[config.mk]
export PLATFORM = sky130hd
export DESIGN_NAME = fila_resolucao_desvio_flat
export DESIGN_NICKNAME = d
export VERILOG_FILES = /design/src/rtl/fila_resolucao_desvio_if.sv /design/src/rtl/fila_resolucao_desvio.sv /design/src/flat_wrapper.sv
export SDC_FILE = /design/constraint.sdc
export NUM_CORES = 1
export LEC_CHECK = 0
export BUFFER_PORTS_ARGS = -buffer_cell sky130_fd_sc_hd__clkbuf_2
export CORE_MARGIN = 2
export CORE_UTILIZATION = 45
export CTS_CLUSTER_DIAMETER = 60
export DETAILED_ROUTE_END_ITERATION = 7
export GPL_TIMING_DRIVEN = 0
export SYNTH_ARGS = -nofsm -noshare
export SYNTH_HDL_FRONTEND = slang
export SYNTH_SLANG_ARGS = --single-unit
[constraint.sdc]
create_clock -name clk -period 8.15 [get_ports clk]
set_clock_uncertainty 0.15 [all_clocks]
set_input_delay 0.815 -clock clk [delete_from_list [all_inputs] [get_ports clk]]
set_output_delay 0.815 -clock clk [all_outputs]
set_load 0.05 [all_outputs]
[src/rtl/fila_resolucao_desvio_if.sv]
// Fetch/execute-side signal bundle for the branch resolution queue.
// Prediction pushes, resolve inputs, and predictor-update/redirect outputs travel here.
interface fila_resolucao_desvio_if #(
    parameter int PROFUNDIDADE = 4,
    parameter int LARGURA_PC   = 32,
    parameter int LARGURA_IDX  = 10
);
    localparam int LARGURA_OCUP = $clog2(PROFUNDIDADE) + 1;

    logic                    prev_valido;
    logic                    prev_tomado;
    logic [LARGURA_PC-1:0]   prev_pc;
    logic [LARGURA_PC-1:0]   prev_alvo;
    logic [LARGURA_IDX-1:0]  prev_idx;
    logic                    prev_pronto;

    logic                    res_valido;
    logic                    res_tomado;
    logic [LARGURA_PC-1:0]   res_alvo;

    logic                    atualiza_valido;
    logic [LARGURA_IDX-1:0]  atualiza_idx;
    logic                    atualiza_tomado;
    logic                    atualiza_acerto;
    logic                    redireciona;
    logic [LARGURA_PC-1:0]   redireciona_pc;
    logic [LARGURA_OCUP-1:0] ocupacao;
    logic                    erro_res;

    modport master (
        output prev_valido, prev_tomado, prev_pc, prev_alvo, prev_idx,
        output res_valido, res_tomado, res_alvo,
        input  prev_pronto, atualiza_valido, atualiza_idx, atualiza_tomado,
        input  atualiza_acerto, redireciona, redireciona_pc, ocupacao, erro_res
    );

    modport slave (
        input  prev_valido, prev_tomado, prev_pc, prev_alvo, prev_idx,
        input  res_valido, res_tomado, res_alvo,
        output prev_pronto, atualiza_valido, atualiza_idx, atualiza_tomado,
        output atualiza_acerto, redireciona, redireciona_pc, ocupacao, erro_res
    );
endinterface

[src/rtl/fila_resolucao_desvio.sv]
// In-order branch resolution queue: checks the oldest predicted branch against execute's
// outcome, trains the predictor, and on a miss flushes the queue and redirects fetch.
module fila_resolucao_desvio #(
    parameter int PROFUNDIDADE = 4,
    parameter int LARGURA_PC   = 32,
    parameter int LARGURA_IDX  = 10
) (
    input logic                    clk,
    input logic                    rst,
    fila_resolucao_desvio_if.slave bus
);
    localparam int LARGURA_PTR  = $clog2(PROFUNDIDADE);
    localparam int LARGURA_OCUP = LARGURA_PTR + 1;
    localparam logic [LARGURA_OCUP-1:0] OCUP_CHEIA = LARGURA_OCUP'(PROFUNDIDADE);

    typedef enum logic {NORMAL, RECUPERA} estado_t;

    typedef struct packed {
        logic                   tomado;
        logic [LARGURA_PC-1:0]  pc;
        logic [LARGURA_PC-1:0]  alvo;
        logic [LARGURA_IDX-1:0] idx;
    } entrada_t;

    estado_t estado, estado_prox;

    entrada_t                fila [PROFUNDIDADE];
    entrada_t                cabeca;
    logic [LARGURA_PTR-1:0]  ptr_escrita, ptr_leitura;
    logic [LARGURA_OCUP-1:0] ocupacao;

    logic prev_pronto, empurra, resolve, erro_agora, erro, acerto;

    logic                   atualiza_valido, atualiza_tomado, atualiza_acerto;
    logic [LARGURA_IDX-1:0] atualiza_idx;
    logic                   redireciona;
    logic [LARGURA_PC-1:0]  redireciona_pc;
    logic                   erro_res;

    assign cabeca      = fila[ptr_leitura];
    assign prev_pronto = (estado == NORMAL) && (ocupacao < OCUP_CHEIA);
    assign empurra     = bus.prev_valido && prev_pronto;
    assign resolve     = bus.res_valido && (ocupacao != '0);
    assign erro_agora  = bus.res_valido && (ocupacao == '0);

    // A not-taken branch is correct on direction alone; its predicted target is irrelevant.
    always_comb begin
        erro   = 1'b0;
        acerto = 1'b0;
        if (resolve) begin
            erro   = (bus.res_tomado != cabeca.tomado) ||
                     (bus.res_tomado && (bus.res_alvo != cabeca.alvo));
            acerto = !erro;
        end
    end

    always_ff @(posedge clk or posedge rst) begin
        if (rst) estado <= NORMAL;
        else     estado <= estado_prox;
    end

    // RECUPERA is a single stall cycle that blocks pushes while fetch follows the redirect.
    always_comb begin
        estado_prox = NORMAL;
        case (estado)
            NORMAL:   estado_prox = erro ? RECUPERA : NORMAL;
            RECUPERA: estado_prox = NORMAL;
            default:  estado_prox = NORMAL;
        endcase
    end

    always_ff @(posedge clk) begin
        if (empurra) begin
            fila[ptr_escrita] <= '{tomado: bus.prev_tomado, pc: bus.prev_pc,
                                   alvo: bus.prev_alvo, idx: bus.prev_idx};
        end
    end

    // A miss wipes everything, including any push arriving in the same cycle.
    always_ff @(posedge clk or posedge rst) begin
        if (rst) begin
            ptr_escrita <= '0;
            ptr_leitura <= '0;
            ocupacao    <= '0;
        end else if (erro) begin
            ptr_escrita <= '0;
            ptr_leitura <= '0;
            ocupacao    <= '0;
        end else begin
            if (empurra) ptr_escrita <= ptr_escrita + 1'b1;
            if (acerto)  ptr_leitura <= ptr_leitura + 1'b1;
            if (empurra && !acerto)      ocupacao <= ocupacao + 1'b1;
            else if (acerto && !empurra) ocupacao <= ocupacao - 1'b1;
        end
    end

    always_ff @(posedge clk or posedge rst) begin
        if (rst) begin
            atualiza_valido <= 1'b0;
            atualiza_idx    <= '0;
            atualiza_tomado <= 1'b0;
            atualiza_acerto <= 1'b0;
            redireciona     <= 1'b0;
            redireciona_pc  <= '0;
            erro_res        <= 1'b0;
        end else begin
            atualiza_valido <= resolve;
            redireciona     <= erro;
            if (resolve) begin
                atualiza_idx    <= cabeca.idx;
                atualiza_tomado <= bus.res_tomado;
                atualiza_acerto <= acerto;
            end
            if (erro) begin
                redireciona_pc <= bus.res_tomado ? bus.res_alvo
                                                 : cabeca.pc + LARGURA_PC'(4);
            end
            if (erro_agora) erro_res <= 1'b1;
        end
    end

    assign bus.prev_pronto     = prev_pronto;
    assign bus.atualiza_valido = atualiza_valido;
    assign bus.atualiza_idx    = atualiza_idx;
    assign bus.atualiza_tomado = atualiza_tomado;
    assign bus.atualiza_acerto = atualiza_acerto;
    assign bus.redireciona     = redireciona;
    assign bus.redireciona_pc  = redireciona_pc;
    assign bus.ocupacao        = ocupacao;
    assign bus.erro_res        = erro_res;
endmodule

[src/flat_wrapper.sv]
// flat-port wrapper written by rule: the top's interface ports become plain ports
module fila_resolucao_desvio_flat 
#(
    parameter int PROFUNDIDADE = 4,
    parameter int LARGURA_PC   = 32,
    parameter int LARGURA_IDX  = 10
)
  (clk, rst, bus_prev_valido, bus_prev_tomado, bus_prev_pc, bus_prev_alvo, bus_prev_idx, bus_res_valido, bus_res_tomado, bus_res_alvo, bus_prev_pronto, bus_atualiza_valido, bus_atualiza_idx, bus_atualiza_tomado, bus_atualiza_acerto, bus_redireciona, bus_redireciona_pc, bus_ocupacao, bus_erro_res);
  fila_resolucao_desvio_if #(.PROFUNDIDADE(PROFUNDIDADE), .LARGURA_PC(LARGURA_PC), .LARGURA_IDX(LARGURA_IDX)) bus_i ();
  input logic clk;
  input logic rst;
  input wire logic [$bits(bus_i.prev_valido)-1:0] bus_prev_valido;
  input wire logic [$bits(bus_i.prev_tomado)-1:0] bus_prev_tomado;
  input wire logic [$bits(bus_i.prev_pc)-1:0] bus_prev_pc;
  input wire logic [$bits(bus_i.prev_alvo)-1:0] bus_prev_alvo;
  input wire logic [$bits(bus_i.prev_idx)-1:0] bus_prev_idx;
  input wire logic [$bits(bus_i.res_valido)-1:0] bus_res_valido;
  input wire logic [$bits(bus_i.res_tomado)-1:0] bus_res_tomado;
  input wire logic [$bits(bus_i.res_alvo)-1:0] bus_res_alvo;
  output wire logic [$bits(bus_i.prev_pronto)-1:0] bus_prev_pronto;
  output wire logic [$bits(bus_i.atualiza_valido)-1:0] bus_atualiza_valido;
  output wire logic [$bits(bus_i.atualiza_idx)-1:0] bus_atualiza_idx;
  output wire logic [$bits(bus_i.atualiza_tomado)-1:0] bus_atualiza_tomado;
  output wire logic [$bits(bus_i.atualiza_acerto)-1:0] bus_atualiza_acerto;
  output wire logic [$bits(bus_i.redireciona)-1:0] bus_redireciona;
  output wire logic [$bits(bus_i.redireciona_pc)-1:0] bus_redireciona_pc;
  output wire logic [$bits(bus_i.ocupacao)-1:0] bus_ocupacao;
  output wire logic [$bits(bus_i.erro_res)-1:0] bus_erro_res;
  assign bus_i.prev_valido = bus_prev_valido;
  assign bus_i.prev_tomado = bus_prev_tomado;
  assign bus_i.prev_pc = bus_prev_pc;
  assign bus_i.prev_alvo = bus_prev_alvo;
  assign bus_i.prev_idx = bus_prev_idx;
  assign bus_i.res_valido = bus_res_valido;
  assign bus_i.res_tomado = bus_res_tomado;
  assign bus_i.res_alvo = bus_res_alvo;
  assign bus_prev_pronto = bus_i.prev_pronto;
  assign bus_atualiza_valido = bus_i.atualiza_valido;
  assign bus_atualiza_idx = bus_i.atualiza_idx;
  assign bus_atualiza_tomado = bus_i.atualiza_tomado;
  assign bus_atualiza_acerto = bus_i.atualiza_acerto;
  assign bus_redireciona = bus_i.redireciona;
  assign bus_redireciona_pc = bus_i.redireciona_pc;
  assign bus_ocupacao = bus_i.ocupacao;
  assign bus_erro_res = bus_i.erro_res;
  fila_resolucao_desvio #(.PROFUNDIDADE(PROFUNDIDADE), .LARGURA_PC(LARGURA_PC), .LARGURA_IDX(LARGURA_IDX)) u_core (.clk(clk), .rst(rst), .bus(bus_i));
endmodule
==> results by stage <==
Drt:
- For this block, the initial DRC count from the detailed router was between 600 and 700.
- Dividing the detail-routed via count by the number of cells gives 5.36.
- The average routed wire per standard cell is ~23 um.
- For this run, the detailed router's first-pass iteration total came to 5.
- Summing over every cut layer, the via total after detailed routing is 7,913.
- Wires add up to 34.4 mm.
- For this run, design rule violations remaining after detail routing come to 0.
- The detail route stage leaves a number of antenna-violating nets equal to 0.

Synthesis:
- The number of nets in the synthesized netlist is 920.
- The area share of fa/ha/maj cells after synthesis is 0.650%.
- The number of enable flip-flop cells after synthesis is 300.
- The number of synthesized register bits is ~360.
- The area share of xor/xnor cells in the synthesized design is 3.65%.
- The number of distinct library cells after synthesis is 52.
- The most frequently used flop master after synthesis is sky130_fd_sc_hd__edfxtp_1.
- The multiplexer fraction of the synthesized cell area is ~16%.
- Ranked by total cell area, the synthesized netlist is headed by sky130_fd_sc_hd__edfxtp_1, sky130_fd_sc_hd__mux4_2, sky130_fd_sc_hd__dfrtp_1.
- The count of yosys warnings during synthesis is 0.
- The share of async-settable or async-resettable flops after synthesis is between 10% and 20%.
- By area, the combinational part of the netlist is dominated by multiplexers.
- The sequential element share of the synthesized area is 70.9%.
- The gate count of the mapped netlist is between 800 and 900.
- The post-synthesis cell type with the largest combined area is sky130_fd_sc_hd__edfxtp_1.
- The share of Yosys cell area claimed by the top area cell type is between 60% and 70%.
- After synthesis the cells add up to between 10,000 and 15,000 um^2.
- The synthesized netlist devotes 2.09% of its cell area to compound gates.
- Each instance of the synthesized netlist takes up on average approximately 18 um^2.
- The synthesized netlist devotes roughly 5.2% of its cell area to simple gates.

Layout:
- The final cell utilization of the core is 53.5%.
- The count of cells in the finished layout, fillers not included, comes to roughly 1,500.
- The final layout contains between 1,000 and 1,500 nets.
- Cells with a size suffix above 1 make up between 30% and 40% of the layout.
- The signed area change from the synthesized netlist to the final layout is 18.0%.
- The number of antenna diodes in the final layout is 0.
- Leaving out fill and tap cells, the most frequent cells in the layout are sky130_fd_sc_hd__edfxtp_1, sky130_fd_sc_hd__clkbuf_2, sky130_fd_sc_hd__nand2_1, sky130_fd_sc_hd__mux4_2, sky130_fd_sc_hd__dfrtp_1.
- The library cell used most frequently in the layout, excluding fill and tap cells, is sky130_fd_sc_hd__edfxtp_1.

Worst setup path:
- The most critical setup path has its startpoint at u_core.ptr_leitura[0]$_DFFE_PP0P_.
- The worst register-to-register path has a depth of 13.
- The worst register-to-register path has a setup slack of around 3700 ps.
- STA classifies the critical path startpoint as a flip-flop.
- Data on the critical path is required at its endpoint by roughly 8400 ps.
- The classification of the worst setup path is reg2reg.
- At the worst endpoint, the arrival time is 4650 ps.
- The worst setup path is captured at a flip-flop.
- The terminus of the critical flop-to-flop path is u_core.bus.ocupacao[2]$_DFFE_PP0P_.
- The startpoint identified for the worst register-to-register timing path is u_core.ptr_leitura[0]$_DFFE_PP0P_.
- The peak fanout along the critical path is 10.

STA:
- The number of hold violations in the final report is 0.
- The transition time at the pin with the least slew margin is roughly 730 ps.
- The smallest clock period supported by the final layout is computed as around 4400 ps.
- Once routing completed, OpenROAD measured the worst setup slack at between 3000 and 4000 ps.
- The final worst-path cycle share is a little over half.
- Setup repair after global routing left no endpoint under its margin.
- The total count of max-transition violations in the final report is 0.
- The setup TNS after final layout is 0 ps.
- Timing would allow up to around 0.23 GHz.
- The worst relative slew slack is approximately half.
- The number of setup violations in the final report is 0.

Global route:
- Global routing finished with a remaining overflow of 0.
- The via count of the first global-routing pass is 8,032.
- The first global-routing pass estimated between 50 and 60 mm of wire.
- The number of antenna violations at the first check in global routing is 5.
- The aggregate global-route resource usage is between 20% and 30%.
- The maximum number of pins on one net before global-route repair is 43.

Clock tree:
- The number of instances resized during post-cts repair is 0.
- The TritonCTS clock tree is built.
- The clock latency of the later-clocked register in the worst-skew pair is approximately 520 ps.
- The clock passes through at most 3 buffers.
- The number of clock sinks is around 360.
- The depth of the CTS H-tree is 2.
- The number of hold buffers added after CTS was 0.
- CTS placed an instance of sky130_fd_sc_hd__clkbuf_16 at the clock tree root.
- The number of buffers inserted to repair setup after CTS is 0.
- The clock transition at the registers of the reported paths is around 60 ps.
- Counting the buffers created by CTS gives 38.

Place:
- After legalization and detailed placement, the total HPWL measured between 20 and 25 mm.
- The minimum setup slack after placement is between 3000 and 4000 ps.
- At the end of routability-driven placement, the weighted congestion stood at roughly 0.8.
- In this run the tool buffered the top-level ports with 161 buffer cells.
- The cell count after placement is about 1,400.

Die:
- After floorplanning, the core was divided into between 60 and 70 placement rows.
- The region available for standard cell placement spans 32,300 um^2.
- Measured along the x axis, the die boundary spans between 150 and 200 um.
- The initial utilization of the core area, before any placement, comes to about 45%.
- The overall die area is roughly 34,000 um^2.
- The die is around 180 um tall.
- In this run the count of I/O pins placed on the die edge is 163.

Run status:
- The flow ran to the end, and the final reports show no timing, DRC or antenna violations.

Power and ir drop:
- The cell leakage power is 6.13 nW.
- The worst-case vdd ir drop is approximately 0.18 mV.
- The analysis attributes to net switching a power of 2.19 mW.
- In this run, the combinational gates consume 34.9% of the power.
- In this run, flip-flops and latches consume roughly two fifths of the power.
- The internal power of the cells totals 4.08 mW.
- The total power is 6.26 mW.
- In this run, the clock network consumes between 20% and 30% of the power.
- The total power divided by cell area is 363 nW/um^2.
- The net switching fraction of the power is a little over a third.

Flow run:
- Across the run, the number of max-cap violations was 0.

Worst hold path:
- The tightest min-delay check is of the in2async type.
-- registers in the layout, summed over array words and instances (netlist names), 2 cells and up --
signal	flops
u_core.ptr_leitura	2
u_core.bus.atualiza_idx	10
u_core.bus.ocupacao	3
u_core.fila	300
u_core.bus.redireciona_pc	32
u_core.ptr_escrita	2
-- logic make-up (layout without fill, tap and decap cells) --
logic type,count (synthesis),count (layout)
AOI/OAI and AO/OA,51,51
xor gates and xnor gates,61,61
adders and majority gates,7,7
and+or+nand+nor,148,148
DFF,355,355
buffers and inverters,52,285
muxes,127,127
-- through the flow --
step                      hold slack, ps  cell area [um^2]
final                                134             17300
after global routing                 144             17300
after CTS                            128             17300
after detailed placement             275             16100
after global placement               268             16000
after floorplan                      253             14600
-- worst max path at each step --
stage / end / slack, ps
3_5_place_dp: u_core.bus.ocupacao[2]$_DFFE_PP0P_ / 3730
5_1_grt: u_core.bus.ocupacao[2]$_DFFE_PP0P_ / 3490
2_1_floorplan: u_core.fila[0][0]$_DFFE_PP_ / 4200
4_1_cts: u_core.bus.ocupacao[2]$_DFFE_PP0P_ / 3690
6_report: u_core.bus.ocupacao[2]$_DFFE_PP0P_ / 3740
3_3_place_gp: u_core.fila[2][43]$_DFFE_PP_ / 3220
-- Yosys cell counts, drive strengths merged, types with 10 or more instances --
master	instances
edfxtp	300
nand2	68
mux4	66
dfrtp	55
xnor2	49
mux2	38
o21ai	29
buf	26
mux2i	23
nor2	23
inv	18
nand4	14
xor2	12
nor4	10
-- cell type report --
class                   count  area (um^2)
flip-flops and latches    355        10400
inverters                  18         67.6
well taps                 442          553
clock buffers              58         1090
fillers                  2603        15000
multi-input cells         394         3990
plain buffers              34          213
clock inverters             9         43.8
repair buffers            166          928
-- worst max-delay path, cell delays in order (launching register included) --
cell                      delay [ps]
sky130_fd_sc_hd__dfrtp_1         490
sky130_fd_sc_hd__buf_4           330
sky130_fd_sc_hd__buf_2           430
sky130_fd_sc_hd__mux4_2          570
sky130_fd_sc_hd__xnor2_1         250
sky130_fd_sc_hd__nand4_1         180
sky130_fd_sc_hd__nor4_2          460
sky130_fd_sc_hd__a31oi_1         300
sky130_fd_sc_hd__ha_1            310
sky130_fd_sc_hd__fa_1            380
sky130_fd_sc_hd__xnor2_1         130
sky130_fd_sc_hd__nor2_1          110
sky130_fd_sc_hd__xnor2_1         130
sky130_fd_sc_hd__nor2_1           50
-- power by group through the flow --
| stage | logic [mW] | clock network (mW) | registers (mW) |
|---|---|---|---|
| after detailed placement | 2.21 | 0 | 2.53 |
| after floorplan | 1.19 | 0 | 2.91 |
| after global placement | 2.16 | 0 | 2.56 |
| final | 2.19 | 1.58 | 2.49 |
| after global routing | 2.34 | 1.69 | 2.52 |
| after CTS | 2.22 | 1.61 | 2.50 |
-- metal layers --
metal	up-vias	part of all wire (%)	global-route usage [%]	wire (um)
li1	3524	-	-	-
met1	4019	44	30.1	15000
met2	283	46	31.6	15800
met3	77	6.6	4.31	2280
met4	10	3.6	7.81	1240
met5	-	0.19	0	64
Power figures use the tool's default switching activity.
